`config.mk`:
```
export PLATFORM = sky130hd
export DESIGN_NAME = display_scan_ctrl
export DESIGN_NICKNAME = d
export VERILOG_FILES = /design/src/rtl/display_scan_ctrl.sv
export SDC_FILE = /design/constraint.sdc
export NUM_CORES = 1
export LEC_CHECK = 0
export CORE_MARGIN = 5
export CORE_UTILIZATION = 55
export DETAILED_ROUTE_END_ITERATION = 12
export PLACE_DENSITY = 0.77
export SLEW_MARGIN = 10
export SYNTH_ARGS = -nofsm -noshare
export SYNTH_HDL_FRONTEND = slang
export SYNTH_SLANG_ARGS = --single-unit
```
`constraint.sdc`:
```
create_clock -name clk -period 3.6 [get_ports clk]
set_clock_uncertainty 0.2 [all_clocks]
set_input_delay 0.36 -clock clk [delete_from_list [all_inputs] [get_ports clk]]
set_output_delay 0.36 -clock clk [all_outputs]
set_load 0.05 [all_outputs]
```
`src/rtl/display_scan_ctrl.sv`:
```
// Scan controller for a 4-digit common-anode hex display: frames a 16-bit value into
// nibble/anode pairs with dead time, leading-zero blanking and tear-free value updates.
module display_scan_ctrl #(
  parameter int unsigned REFRESH_DIV = 27000,
  parameter int unsigned DEADTIME    = 2
) (
  input  logic        clk,
  input  logic        rst_n,
  input  logic [15:0] value_i,
  input  logic        load_i,
  input  logic        blank_lz_i,
  output logic [3:0]  nibble_o,
  output logic        blank_o,
  output logic [3:0]  anode_o,
  output logic        frame_done_o
);

  localparam int unsigned PW = (REFRESH_DIV > 1) ? $clog2(REFRESH_DIV) : 1;
  localparam logic [PW-1:0] PrescMax = PW'(REFRESH_DIV - 1);
  localparam logic [PW-1:0] DeadEnd  = PW'(DEADTIME);

  typedef enum logic {StIdle, StScan} state_e;

  state_e        state_q;
  logic [PW-1:0] presc_q;
  logic [1:0]    digit_q;
  logic [15:0]   active_q;
  logic [15:0]   pending_q;
  logic          pend_valid_q;

  logic       tick;
  logic       wrap;
  logic [3:0] cur_nib;
  logic [3:0] lz_blank;
  logic       dark;

  assign tick    = (presc_q == PrescMax);
  assign wrap    = tick && (digit_q == 2'd3);
  assign cur_nib = active_q[{digit_q, 2'b00} +: 4];

  // A digit is a leading zero when it and every more-significant nibble are zero.
  always_comb begin
    lz_blank    = 4'b0000;
    lz_blank[3] = blank_lz_i && (active_q[15:12] == 4'h0);
    lz_blank[2] = lz_blank[3] && (active_q[11:8] == 4'h0);
    lz_blank[1] = lz_blank[2] && (active_q[7:4] == 4'h0);
  end

  assign dark = (presc_q < DeadEnd) || lz_blank[digit_q];

  always_ff @(posedge clk or negedge rst_n) begin
    if (!rst_n) begin
      state_q      <= StIdle;
      presc_q      <= '0;
      digit_q      <= 2'd0;
      active_q     <= 16'h0000;
      pending_q    <= 16'h0000;
      pend_valid_q <= 1'b0;
      nibble_o     <= 4'h0;
      blank_o      <= 1'b1;
      anode_o      <= 4'hF;
      frame_done_o <= 1'b0;
    end else begin
      case (state_q)
        StIdle: begin
          nibble_o     <= 4'h0;
          blank_o      <= 1'b1;
          anode_o      <= 4'hF;
          frame_done_o <= 1'b0;
          if (load_i) begin
            active_q <= value_i;
            presc_q  <= '0;
            digit_q  <= 2'd0;
            state_q  <= StScan;
          end
        end
        StScan: begin
          presc_q      <= tick ? '0 : presc_q + 1'b1;
          digit_q      <= tick ? digit_q + 2'd1 : digit_q;
          frame_done_o <= wrap;
          nibble_o     <= cur_nib;
          blank_o      <= dark;
          anode_o      <= dark ? 4'hF : ~(4'b0001 << digit_q);
          // Active only changes at frame boundaries so a frame never mixes two values.
          if (wrap && load_i) begin
            active_q     <= value_i;
            pend_valid_q <= 1'b0;
          end else if (wrap && pend_valid_q) begin
            active_q     <= pending_q;
            pend_valid_q <= 1'b0;
          end else if (load_i) begin
            pending_q    <= value_i;
            pend_valid_q <= 1'b1;
          end
        end
        default: state_q <= StIdle;
      endcase
    end
  end

endmodule

```
# --- Word level (Yosys, flattened, before mapping) ---
# Index checks and enable logic that the tools add are counted.
word_totals:
  output_inout_bits: 10
  register_bits: 61
classes:
  bitwise_logic: 4
  n_lt_le_gt_ge: 2
  shifts: 2
  n_eq_ne: 5
  addsub: 2
  reduce_logical: 15
  muxes: 22
op_table:
  columns: ["op", "count"]
  rows:
  - ["$mux W16", 3]
  - ["$pmux W16 S2", 1]
  - ["$mux W15", 2]
  - ["$pmux W15 S2", 1]
  - ["$pmux W4 S2", 2]
  - ["$shiftx A16 B5 Y4", 1]
  - ["$add A15 B1 Y15 const B", 1]
  - ["$eq A15 B15 Y1 const B", 1]
  - ["$lt A15 B2 Y1 const B", 1]
  - ["$logic_not A4 Y1", 3]
  - ["$logic_and A1 B1 Y1", 6]
  - ["$mux W1", 6]
  - ["$reduce_and A2 Y1", 3]
  - ["$mux W2", 2]
  - ["$mux W4", 1]
  - ["$not A4 Y4", 1]
  - ["$pmux W1 S2", 2]
  - ["$pmux W2 S2", 1]
  - ["$reduce_and A4 Y1", 1]
  - ["$shl A1 B2 Y4 const A", 1]
  - ["$lt A2 B3 Y1 const B", 1]
  - ["$ne A3 B1 Y1 const B", 1]
  - ["$not A1 Y1", 3]
  - ["$reduce_bool A3 Y1", 1]
  - ["other kinds (6)", 6]

# --- Logic depth before layout (Yosys ltp) ---
logic_depth:
  word_depth: 9
  ltp_mapped: 7
  depth_no_buf: 5

# --- Least setup slack after synthesis ---
# OpenSTA, ideal clock, no wires.
synth_path:
  path_kind: "reg-to-reg"
  from: "register presc_q[7]"
  to: "register pending_q[10]"
  stages_incl_launch_ff: 7
  synth_period_minus_slack_ns: 2.530
  t_required_ns: 3.275
  t_arrival_ns: 2.205
  path_slack_ns: 1.070
  path_cell_list: "dfrtp_1 -> or4b_4 -> or4_4 -> and3_4 -> buf_6 -> buf_6 -> mux2_4"
synth_between:
  elab_chain_len: 5
  word_cells_on_any_way: 7
  cone_classes: "1 x eq/ne; 2 x bitwise; 4 x reduce/logical"
synth_rtl:
  columns: ["item", "line_no", "rtl"]
  rows:
  - ["start, declared", "25", "logic [PW-1:0] presc_q;"]
  - ["start signal, assigned", "78", "presc_q <= tick ? '0 : presc_q + 1'b1;"]
  - ["$eq A15 B15 Y1 (*)", "37", "assign tick = (presc_q == PrescMax);"]
  - ["$logic_and A1 B1 Y1 (*)", "38", "assign wrap = tick && (digit_q == 2'd3);"]
  - ["$logic_and A1 B1 Y1 (on tied branches)", "88, 85", null]
  - ["$not A1 Y1 (no source line)", null, null]
  - ["$reduce_and A4 Y1 (no source line) (*)", null, null]
  - ["end signal, assigned", "92", "pending_q <= value_i;"]
  - ["end, declared", "28", "logic [15:0] pending_q;"]
# Mark *: on every way between the ends. The rest lies on a longest branch, timed or not.
# A chain may end at the register's enable or synchronous reset.

# --- Worst setup path after layout ---
layout_path:
  from: "register presc_q[7]"
  to: "register active_q[10]"
layout_between:
  elab_chain_len: 5
  word_cells_on_any_way: 8
  cone_classes: "2 x eq/ne; 2 x mux; 4 x reduce/logical"
layout_rtl:
  columns: ["item", "line_no", "rtl"]
  rows:
  - ["$eq A15 B15 Y1 (*)", "37", null]
  - ["$logic_and A1 B1 Y1 (*)", "38", null]
  - ["$logic_and A1 B1 Y1 (on tied branches)", "85, 88", null]
  - ["$mux W16 / $ne A3 B1 Y1 (equally long branches)", null, null]
  - ["$pmux W16 S2 / $reduce_and A2 Y1 (equally long branches)", null, null]
  - ["end signal, assigned", "71", "active_q <= value_i;"]
  - ["end signal, assigned", "86", "active_q <= value_i;"]
  - ["end signal, assigned", "89", "active_q <= pending_q;"]
  - ["end, declared", "27", "logic [15:0] active_q;"]
# Marks and branches as above.

==> reports/results.ini <==
[outcome]
status=complete, no violations

[setup_path]
crit_type=register to register
cp_max_fo=16
required_ns=3.69
cp_data_arrival_time_ns=2.85
end_kind=register
start_kind=register

[finish]
post_layout_nonfiller_instances=379
n_antenna_cell=0
mostFrequentLayoutCells=56 x dfrtp_1, 28 x clkdlybuf4s50_1, 20 x o21ai_0
nNetsFinal=327
drive_above_1_share_pct=22.8
final_area_um2=3650
mostFrequentLayoutCell=dfrtp_1
area_delta_synth_final_pct=18.3

[clock_network]
clockBufferDepth=2
tritoncts.num_buffers=9
cts_tree=done
cts_htree_levels=3
clk_pin_slew_ns=0.07
clkSinkCount=61
cts_setup_buffers=0
worstSkewPairLatency_ns=0.35
clk_root_buffer_cell=clkbuf_8

[detailed_routing]
drt_iter0_markers=210
drtPass1Iterations=4
antenna_left=0
drt_wl_total_um=6890
routedWlPerCell_um=18.2
drc=0
via_count=2319
vias_per_cell=6.12

[placed_design]
dpl.hpwl_um=4540
place_congestion=0.874
dp_slack_ns=0.842
numPortBuffers=29
placedInstanceArea_um2=3420
dpl.cell_count=362

[global_routing]
grt_max_degree=39
first_global_vias=2350
antenna_found_initial=0
grt_pass1_wl_um=11700
grt_util_all_layers_pct=20.9
overflow=0

[logic_synthesis]
syn-num-nets=300
yosysWarnings=0
synth_cell_types=43
avgSynthCellArea_um2=11.2
netlist_area_um2=3080
synth_cells=275
ys_seq_elements=61
ys_seq_area_share_pct=49.7

[timing]
clock.fmax_ghz=0.362
finalHoldViolations=0
rsz0062_at_grt=no
setup_tns_ns=0
finalWorstSetupSlack_ns=0.835
worst_pin_slew_ns=0.958
fin_crit_ns=2.77
fin_crit_sh_pct=76.8
slew_violations=0
setup_viol=0
slew_headroom_pct=36.0

[power_and_ir_drop]
p_per_area_nw_per_um2=566
p_leak_nw=1.45
ir_drop_uv=324

[die]
io_pins=30
core_um2=5470
start_util_pct=56.4
die_y_um=84.9
die_w_um=84.9
die-area_um2=7210
row_count=27

[hold_path]
hp-class=register to register

[flow_run]
drv_cap=0

[metrics by stage]
step                utilization [%]  hold WS [ns]  power, W
finish                         66.7         0.321   0.00207
global route                   66.7         0.336   0.00217
CTS                            66.7         0.322   0.00208
detailed placement             62.4         0.303   0.00139
global placement               62.4         0.301   0.00137
floorplan                         -        -0.136   0.00125
[where the power goes]
| group | switching, W | internal (W) | total [W] |
|---|---|---|---|
| Combinational | 0.000202 | 0.000216 | 0.000418 |
| Sequential | 0.000158 | 0.000809 | 0.000967 |
| Clock | 0.000288 | 0.000393 | 0.000681 |
[cell usage after synthesis, drive strengths merged]
cell type	instances	area, um^2
o22ai	3	18.8
xnor2	1	8.76
a32o	1	10.0
or4bb	1	11.3
mux2i	1	10.0
a21oi	8	43.8
and2	5	31.3
nor3	7	35.0
nor4	4	31.3
o211ai	1	7.51
nand4bb	1	11.3
nand4	7	43.8
o21a	2	15.0
mux2	16	218
dfstp	5	131
o221a	16	180
nor2b	17	106
clkinv	1	3.75
dfrtp	56	1400
a31oi	15	93.8
nor3b	1	7.51
clkbuf	16	60.1
nor2	5	18.8
buf	4	35.0
or4b	1	13.8
or3	9	56.3
inv	8	30.0
o31ai	1	7.51
mux4	4	90.1
o21ai	20	100
ha	5	62.6
and3	2	17.5
or4	7	56.3
nand2	9	33.8
nand3	13	65.1
o31a	2	17.5
[sequential cells by signal, summed over array words and instances, names as in the netlist]
name,flops
active_q,16
anode_o,4
blank_o,1
digit_q,2
frame_done_o,1
nibble_o,4
pend_valid_q,1
pending_q,16
presc_q,15
state_q,1
[critical path, cell delays in order, from the launching register on]
cell and delay (ns):
dfrtp_1 0.44, or4b_4 0.56, or4_4 0.54, a21oi_2 0.63, o221a_2 0.33
[area by class of cell]
cell class / instances / area [um^2]
repair buffers: 36 / 340
clock buffers: 9 / 124
well taps: 72 / 90.1
clock inverters: 7 / 98.8
flip-flops and latches: 61 / 1530
fillers: 454 / 1820
inverters: 9 / 33.8
multi-input cells: 185 / 1430
[worst paths after layout]
kind / startpoint / endpoint / slack, ns / cells after the start
min: pending_q[4]$_DFFE_PN0P_ / pending_q[4]$_DFFE_PN0P_ / 0.32 / 1
max reg2reg: presc_q[7]$_DFFE_PN0P_ / active_q[10]$_DFFE_PN0P_ / 0.83 / 4
max: presc_q[7]$_DFFE_PN0P_ / active_q[10]$_DFFE_PN0P_ / 0.83 / 4
min in group asynchronous: rst_n / active_q[12]$_DFFE_PN0P_ / 0.46 / 2
min reg2reg: pending_q[4]$_DFFE_PN0P_ / pending_q[4]$_DFFE_PN0P_ / 0.32 / 1
max in group asynchronous: rst_n / blank_o$_DFF_PN1_ / 1.86 / 3
[per-layer routing]
| metal | part of all wire [%] | vias up | GRT usage, % |
|---|---|---|---|
| li1 | - | 1093 | - |
| met3 | 7.7 | 11 | 6.89 |
| met4 | 1.6 | 0 | 7.34 |
| met1 | 44 | 1117 | 27.2 |
| met2 | 47 | 98 | 32.9 |
| met5 | 0 | - | 0 |
[timing repair]
item	CTS	global route
gates resized for setup	0	0
hold endpoints to repair	37	0
hold buffers	1	0
endpoints found under the setup margin	0	0
[cells by family after synthesis]
kind of cell	share of synthesized area, %
AND/OR/NAND/NOR	17.5
AO/OA/AOI/OAI	16.0
flip-flops	49.7
buffers and inverters	4.18
multiplexers	10.3
adder cells (fa/ha/maj)	2.03
XOR/XNOR	0.284
Power figures use the tool's default switching activity.
